<file path="config.mk">
export PLATFORM = sky130hd
export DESIGN_NAME = alu16
export DESIGN_NICKNAME = d
export VERILOG_FILES = /design/src/rtl/alu16.sv
export SDC_FILE = /design/constraint.sdc
export NUM_CORES = 1
export LEC_CHECK = 0
export ABC_CLOCK_PERIOD_IN_PS = 3300
export CAP_MARGIN = 30
export CORE_MARGIN = 10
export CORE_UTILIZATION = 53
export CTS_CLUSTER_SIZE = 14
export DETAILED_ROUTE_END_ITERATION = 10
export MAX_ROUTING_LAYER = met4
export PLACE_DENSITY = 0.8
export SLEW_MARGIN = 20
export SYNTH_ARGS = -nofsm -noshare
export SYNTH_HDL_FRONTEND = slang
export SYNTH_SLANG_ARGS = --single-unit
export TNS_END_PERCENT = 100
</file>
<file path="constraint.sdc">
create_clock -name CLK -period 3.3 [get_ports CLK]
set_clock_uncertainty 0.15 [all_clocks]
set_input_delay 0.495 -clock CLK [delete_from_list [all_inputs] [get_ports CLK]]
set_output_delay 0.495 -clock CLK [all_outputs]
set_load 0.02 [all_outputs]
</file>
<file path="src/rtl/alu16.sv">
// alu16: 16-bit signed ALU with a registered result and a registered compare flag.
// Combinational operation decode feeds a single register stage (one-cycle latency).
module alu16 (
    input  logic        CLK,
    input  logic        Reset,
    input  logic [15:0] A,
    input  logic [15:0] B,
    input  logic [3:0]  ALUOp,
    output logic [15:0] outputValue,
    output logic        isTrue
);

    // Opcode map
    localparam logic [3:0] OP_ADD = 4'd0;
    localparam logic [3:0] OP_SUB = 4'd1;
    localparam logic [3:0] OP_OR  = 4'd2;
    localparam logic [3:0] OP_AND = 4'd3;
    localparam logic [3:0] OP_XOR = 4'd4;
    localparam logic [3:0] OP_SHL = 4'd5;
    localparam logic [3:0] OP_SHR = 4'd6;
    localparam logic [3:0] OP_EQ  = 4'd7;
    localparam logic [3:0] OP_NE  = 4'd8;
    localparam logic [3:0] OP_LT  = 4'd9;
    localparam logic [3:0] OP_GE  = 4'd10;
    localparam logic [3:0] OP_LE  = 4'd11;
    localparam logic [3:0] OP_GT  = 4'd12;

    logic [15:0] result_d, result_q;
    logic        flag_d,   flag_q;

    // Logarithmic shifters: stage gi shifts by 2**gi when B[gi] is set.
    logic [4:0][15:0] shl_stage;
    logic [4:0][15:0] shr_stage;
    // Any bit above B[3] means the amount is >= 16 (negative B included): result is 0.
    logic             shift_oob;

    assign shl_stage[0] = A;
    assign shr_stage[0] = A;
    assign shift_oob    = |B[15:4];

    generate
        for (genvar gi = 0; gi < 4; gi++) begin : g_shift
            localparam int AMT = 1 << gi;
            assign shl_stage[gi+1] = B[gi] ? (shl_stage[gi] << AMT) : shl_stage[gi];
            assign shr_stage[gi+1] = B[gi] ? (shr_stage[gi] >> AMT) : shr_stage[gi];
        end
    endgenerate

    // Signed views of the operands for the compare group
    logic signed [15:0] a_s, b_s;
    logic               lt_s, eq_s;

    assign a_s  = $signed(A);
    assign b_s  = $signed(B);
    assign lt_s = (a_s < b_s);
    assign eq_s = (A == B);

    // Operation decode: result and flag for the current operands
    always_comb begin
        result_d = 16'd0;
        flag_d   = 1'b0;
        case (ALUOp)
            OP_ADD: result_d = A + B;
            OP_SUB: result_d = A - B;
            OP_OR:  result_d = A | B;
            OP_AND: result_d = A & B;
            OP_XOR: result_d = A ^ B;
            OP_SHL: result_d = shift_oob ? 16'd0 : shl_stage[4];
            OP_SHR: result_d = shift_oob ? 16'd0 : shr_stage[4];
            OP_EQ:  flag_d   = eq_s;
            OP_NE:  flag_d   = ~eq_s;
            OP_LT:  flag_d   = lt_s;
            OP_GE:  flag_d   = ~lt_s;
            OP_LE:  flag_d   = lt_s | eq_s;
            OP_GT:  flag_d   = ~(lt_s | eq_s);
            default: begin
                result_d = 16'd0;
                flag_d   = 1'b0;
            end
        endcase
        // Compares also publish the flag in bit 0 of the result
        if (ALUOp >= OP_EQ && ALUOp <= OP_GT) begin
            result_d = {15'd0, flag_d};
        end
    end

    // Output register; Reset overrides any operation
    always_ff @(posedge CLK) begin
        if (Reset) begin
            result_q <= 16'd0;
            flag_q   <= 1'b0;
        end else begin
            result_q <= result_d;
            flag_q   <= flag_d;
        end
    end

    assign outputValue = result_q;
    assign isTrue      = flag_q;

endmodule

</file>
==> reports/metrics.cfg, run 1 <==
[layout]
multi_input_area_mm2 = 0.00372
fin_util = 0.693
drive_gt1_frac = 0.217
layout_commonest_cell = buf_4
final_area_mm2 = 0.00566
area_delta_synth_final_pct = 27.2
regArea_um2 = 340
num-nets-final = 780
diodes = 0
nFillCells = 695
final_cell_mix = 90 x buf_4, 53 x ha_1, 53 x clkdlybuf4s50_1

[worst_setup_path]
cpMostUsedCell = and3_1
worstPathMaxFanout = 7
crit_required_ps = 3290
timing.critical_path.buf_inv = 2
criticalPathCategory = in -> reg
slowest_stage = a2111oi_4
cp_cell_sequence = clkdlybuf4s50_1 > inv_1 > ha_1 > and3_1 > a2111oi_4 > and3_1 > o31ai_1 > o41ai_2 > mux2i_1 > o21ai_1
start_kind = input pin
worstPathArrival_ps = 3150
setup.worst_path.start = A[3]
crit_family = compound AO/OA/AOI/OAI gates
slowest_delay_ps = 500
worstSetupEndpointType = register

[pwr]
vdd_drop_max_mv = 0.144
powerDensity_mw_per_mm2 = 207
power_mw = 1.17
cellLeakagePower_nw = 2.36

[global_routing]
grt_pass1_wl_um = 27600
track_usage = 0.276
grt_pass1_vias = 5125
grt_max_degree = 37
overflow = 0
antenna_found_initial = 0

[clock_tree]
cts_buffers = 3
clkTransAtPathRegs_ps = 100
root_buffer = clkbuf_8
tritoncts = yes
clk_path_buf_depth = 2
h-tree-depth = 1
cts_num_sinks = 17

[yosys]
synth_top_family_by_area = compound AO/OA/AOI/OAI gates
ys_ff_latch = 17
ys_warn_count = 0
synth_compound_area_frac = 0.306
async_flop_share = 0
netlist-cell-type-count = 83
synth_mux_area_frac = 0.148
avgSynthCellArea_um2 = 7.72
netlist_instances = 577
synth-main-ff-cell = dfxtp_1
syn_nets = 670
synth_edf_count = 0
ys_seq_area_frac = 0.0764
synth_xor_area_frac = 0.0177
synthesis.area_mm2 = 0.00445
synth_fa_ha_area_frac = 0.158
synth-simple-area-share = 0.205

[die]
die_x_um = 112
dieArea_mm2 = 0.0125
die_height_um = 112
core_region_area_mm2 = 0.00818
rows = 33
start_util = 0.545
num_io_pins = 55

[detailed_routing]
top_layer_used = met4
wl_per_cell_um = 22.3
route.vias.total = 5209
first_iter_violations = 476
vias_per_cell = 6.59
wl_met2_um = 8020
antenna_left = 0
routed_wl_um = 17700
met1_length_um = 7070
drc_errors = 0
wl_met3_um = 1700
firstDrtPassIters = 5

[timing]
slew-limit-headroom = 0.506
fin_crit_sh = 0.958
finalCriticalPeriod_ps = 3160
finalSetupViolations = 0
rsz0062_at_grt = false
worst_slack_ps = 137
report.final.slew_viol_count = 0
fmax_mhz = 316
setup_tns_ps = 0
tightest_slew_ps = 737
final_hold_viol_count = 0

[run]
drv_cap = 0

[place]
numPortBuffers = 54
gp_congestion = 1.04
place_area_mm2 = 0.00561
dp_slack_ps = -74.7
dpl.hpwl_um = 14300

[hold_path]
hp-start = Reset
hp-class = in -> reg

[run_status]
status = finished clean

per-layer routing:
layer | vias to the layer above | GRT usage
met5 | - | -
met4 | 0 | 0.139
met3 | 65 | 0.0462
met2 | 346 | 0.428
met1 | 2407 | 0.338
li1 | 2391 | -
cell type report:
type / count / area share
flip-flops and latches: 17 / 0.0601
well taps: 105 / 0.0232
clock inverters: 1 / 0.000884
multi-input cells: 473 / 0.657
repair buffers: 146 / 0.221
clock buffers: 3 / 0.00729
inverters: 46 / 0.0305
cell families after synthesis:
| logic type | after synthesis |
|---|---|
| AO/OA/AOI/OAI | 195 |
| XOR/XNOR | 9 |
| adder cells (fa/ha/maj) | 55 |
| buffers and inverters | 87 |
| flip-flops | 17 |
| multiplexers | 42 |
| AND/OR/NAND/NOR | 172 |
worst paths after layout:
| path | end | slack, ps | cells past startpoint |
|---|---|---|---|
| setup / recovery | outputValue[15] | 140 | 10 |
| hold / removal | outputValue[0] | 740 | 2 |
per-stage QoR:
stage / hold WS [ps] / cells
finish: 737 / 791
global route: 728 / 791
CTS: 734 / 791
detailed placement: 1020 / 787
global placement: 1020 / 787
floorplan: 414 / 577
what timing repair did:
item	in CTS	in global routing
setup buffers	0	0
hold buffers	0	0
endpoints found under the setup margin	0	1
resized for setup	0	1
hold endpoints to repair	0	0
sequential cells by signal (all words and copies together), names as in the netlist:
signal       cells
outputValue     16
isTrue           1
cells in the mapped netlist (6+ instances only):
| cell type | instances | area share |
|---|---|---|
| a31oi_1 | 9 | 0.013 |
| a21oi_1 | 52 | 0.058 |
| o211ai_1 | 9 | 0.015 |
| nor2b_1 | 8 | 0.011 |
| ha_1 | 53 | 0.15 |
| a21o_1 | 6 | 0.010 |
| nor2_1 | 51 | 0.043 |
| buf_2 | 13 | 0.015 |
| mux2i_1 | 10 | 0.022 |
| inv_1 | 43 | 0.036 |
| mux2_2 | 13 | 0.033 |
| a211oi_1 | 15 | 0.025 |
| dfxtp_1 | 17 | 0.076 |
| nand3_1 | 12 | 0.013 |
| nand2_1 | 34 | 0.029 |
| a221o_1 | 6 | 0.013 |
| nor4_1 | 9 | 0.013 |
| mux4_2 | 17 | 0.086 |
| o21ai_0 | 32 | 0.036 |
| nand2b_1 | 6 | 0.0084 |
| nor3_1 | 17 | 0.019 |
| clkbuf_1 | 19 | 0.016 |
| a221oi_1 | 13 | 0.026 |
power breakdown:
group          internal (mW)  switching [mW]  total [mW]  leakage [nW]
logic                  0.354           0.422       0.776          2.20
clock network         0.0843          0.0961       0.180        0.0255
registers              0.215         0.00255       0.217         0.138
total                  0.652           0.521        1.17          2.36
Power figures use the tool's default switching activity.
==> run 2: changes to the inputs <==
--- a/config.mk
+++ b/config.mk
@@ -6,7 +6,6 @@
 export NUM_CORES = 1
 export LEC_CHECK = 0
 export ABC_CLOCK_PERIOD_IN_PS = 3300
-export CAP_MARGIN = 30
 export CORE_MARGIN = 10
 export CORE_UTILIZATION = 53
 export CTS_CLUSTER_SIZE = 14
==> results of run 2 <==
The final DEF is identical to that of run 1; final timing and power are the same.
==> variant: new RTL, config.mk and constraints of run 2 <==
Take the reset off `result_q` and load it in a clocked block of its own.
--- a/src/rtl/alu16.sv
+++ b/src/rtl/alu16.sv
@@ -87,12 +87,14 @@
     // Output register; Reset overrides any operation
     always_ff @(posedge CLK) begin
         if (Reset) begin
-            result_q <= 16'd0;
             flag_q   <= 1'b0;
         end else begin
-            result_q <= result_d;
             flag_q   <= flag_d;
         end
+    end
+
+    always_ff @(posedge CLK) begin
+        result_q <= result_d;
     end
 
     assign outputValue = result_q;
Function: changed (Yosys sat finds a counterexample within 4 cycles, from zero or initial values and one cycle with Reset high).
==> variant against run 2 <==
Sequential cell count did not move; synthesized area fell by 6.2%; power rose by 4.1%; design area fell by 4.2%; largest power group unchanged; highest routed layer unchanged; setup slack got worse by 39 ps; fmax fell by 1.2%; synthesized cell count rose by 2.1%; final cell count rose by 1.4%; routed wire length fell by 6.3%.
==> variant: results (changes against run 2) <==
qor: status.outcome complete, no violations
qor: route.wirelength 16560 um [-6.3%]
qor: logic_synthesis.synth_adder_area_share 16.83% [+1.0 points]
qor: logic_synthesis.synth.lib_cells_used.distinct 61 [-27%]
qor: final_layout.fillerInstances 673 [-3.2%]
qor: final_layout.largest_register_ffs 16 [unchanged]
qor: setup_path.worst-path-max-fanout 4 [-3]
qor: setup_path.worst_setup_path_endpoint isTrue
qor: logic_synthesis.synthFlopType sky130_fd_sc_hd__dfxtp_1
qor: clock_tree.tritoncts.num_buffers 3 [unchanged]
qor: setup_path.slowest_stage sky130_fd_sc_hd__clkdlybuf4s50_1
qor: run.cap_viol_max_count 0 [unchanged]
qor: clock_tree.postCtsSetupRepairBufs 0 [unchanged]
qor: logic_synthesis.ys_async_sr_fraction 0% [unchanged]
qor: clock_tree.worst_setup_hold_path_clk_slew 80 ps [-20 ps]
qor: grt.grt_pass1_wl 26060 um [-5.4%]
qor: logic_synthesis.compound_gate_portion_of_the_synthesized_area 32.23% [+1.6 points]
qor: route.vias 5177 [-0.61%]
qor: sta.worst_slew_margin_rel 45.52% [-5.0 points]
qor: grt.via_count_of_the_first_global_routing_pass 4999 [-2.5%]
qor: min_path.hold_path.class in -> reg
qor: logic_synthesis.synth_mux_area_share 13.06% [-1.8 points]
qor: pwr.power.static_leakage 2.343 nW [-0.77%]
qor: grt.antenna_found_initial 1 [+1]
qor: place.dp_hpwl 13350 um [-6.6%]
qor: grt.pin_count_of_the_biggest_net_entering_global_routing 38 [+2.7%]
qor: place.buffer_ports.inserted 54 [unchanged]
qor: place.routabilityCongestion 1.026 [-1.5%]
qor: grt.grt_use_total 28.34% [+0.73 points]
qor: setup_path.critical_path_arrival 3250 ps [+100 ps]
qor: route.drt_pre_antenna_iters 5 [unchanged]
qor: logic_synthesis.seq_area_frac_synth 8.146% [+0.50 points]
qor: clock_tree.cts_root_buffer sky130_fd_sc_hd__clkbuf_8
qor: place.preCtsSetupSlack -191.9 ps [-117.2 ps]
qor: final_layout.layout-drive-gt1-share 18.45% [-3.3 points]
qor: final_layout.post_layout_net_count 793 [+1.7%]
qor: pwr.irDropWorstVdd 0.0001356 V [-5.6%]
qor: sta.timing.fmax 312.4 MHz [-1.2%]
qor: logic_synthesis.synth_top_cells_by_count sky130_fd_sc_hd__o21ai_0 (59), sky130_fd_sc_hd__nor2_1 (54), sky130_fd_sc_hd__ha_1 (53), sky130_fd_sc_hd__nand2_1 (47), sky130_fd_sc_hd__inv_1 (46)
qor: clock_tree.clock_path_buffers 2 [unchanged]
qor: logic_synthesis.synth_top_cells_by_area sky130_fd_sc_hd__ha_1 (16%), sky130_fd_sc_hd__dfxtp_1 (8.1%), sky130_fd_sc_hd__o21ai_0 (7.1%)
qor: clock_tree.cts.htree.levels 1 [unchanged]
qor: logic_synthesis.synthXorXnorAreaFrac 0.6289% [-1.1 points]
qor: route.detail_route.iter0.violations 474 [-0.42%]
qor: logic_synthesis.mappedNetlistNets 682 [+1.8%]
qor: setup_path.critical_path.startpoint A[0]
qor: setup_path.critPathTopFamily compound AO/OA/AOI/OAI gates
-- variant: per-layer routing --
| metal | GRT usage, % | part of all wire (%) | vias up |
|---|---|---|---|
| met5 | - | 0 | - |
| met4 | 13.75 | 4.8 | 0 |
| met3 | 5.369 | 11 | 63 |
| met2 | 44.22 | 45 | 328 |
| met1 | 34.40 | 39 | 2388 |
| li1 | - | - | 2398 |
-- variant: timing repair --
item	in CTS	in global routing
gates resized for setup	0	3
hold buffers	0	0
endpoints found under the setup margin	0	4
-- variant: through the flow --
stage	hold slack [ps]	power, mW	area [um^2]	cells
finish	612.0	1.222	5425	802
global route	627.8	1.293	5425	802
CTS	616.4	1.203	5414	801
detailed placement	896.4	1.027	5369	797
global placement	896.4	1.017	5369	797
floorplan	414.1	0.6824	4178	589
-- variant: how the worst min path moves through the flow --
stage | endpoint | slack, ps | cells past startpoint
floorplan | isTrue | 410 | 1
global placement | isTrue | 900 | 2
detailed placement | isTrue | 900 | 2
CTS | isTrue | 620 | 2
global route | isTrue | 630 | 2
finish | isTrue | 610 | 2
-- variant: report_power, final --
part	total, mW	internal, mW	switching [mW]
clock network	0.177	0.0862	0.0910
logic	0.804	0.367	0.437
registers	0.240	0.232	0.00770
total	1.22	0.686	0.536
-- variant: cells by family (layout without fill, tap and decap cells) --
family / count (synthesis) / after routing
other cells: 0 / 1
mux: 44 / 44
compound gates: 200 / 200
simple gates: 181 / 181
flops: 17 / 17
buf+inv: 89 / 199
xor+xnor: 3 / 3
fa+ha+maj: 55 / 55
-- variant: cell type report --
cell class,count,share of cell area [%]
diodes,1,0.04613
flip-flops and latches,17,6.273
repair buffers,148,22.88
well taps,102,2.352
inverters,47,3.252
clock buffers,4,0.8303
multi-input cells,483,64.37
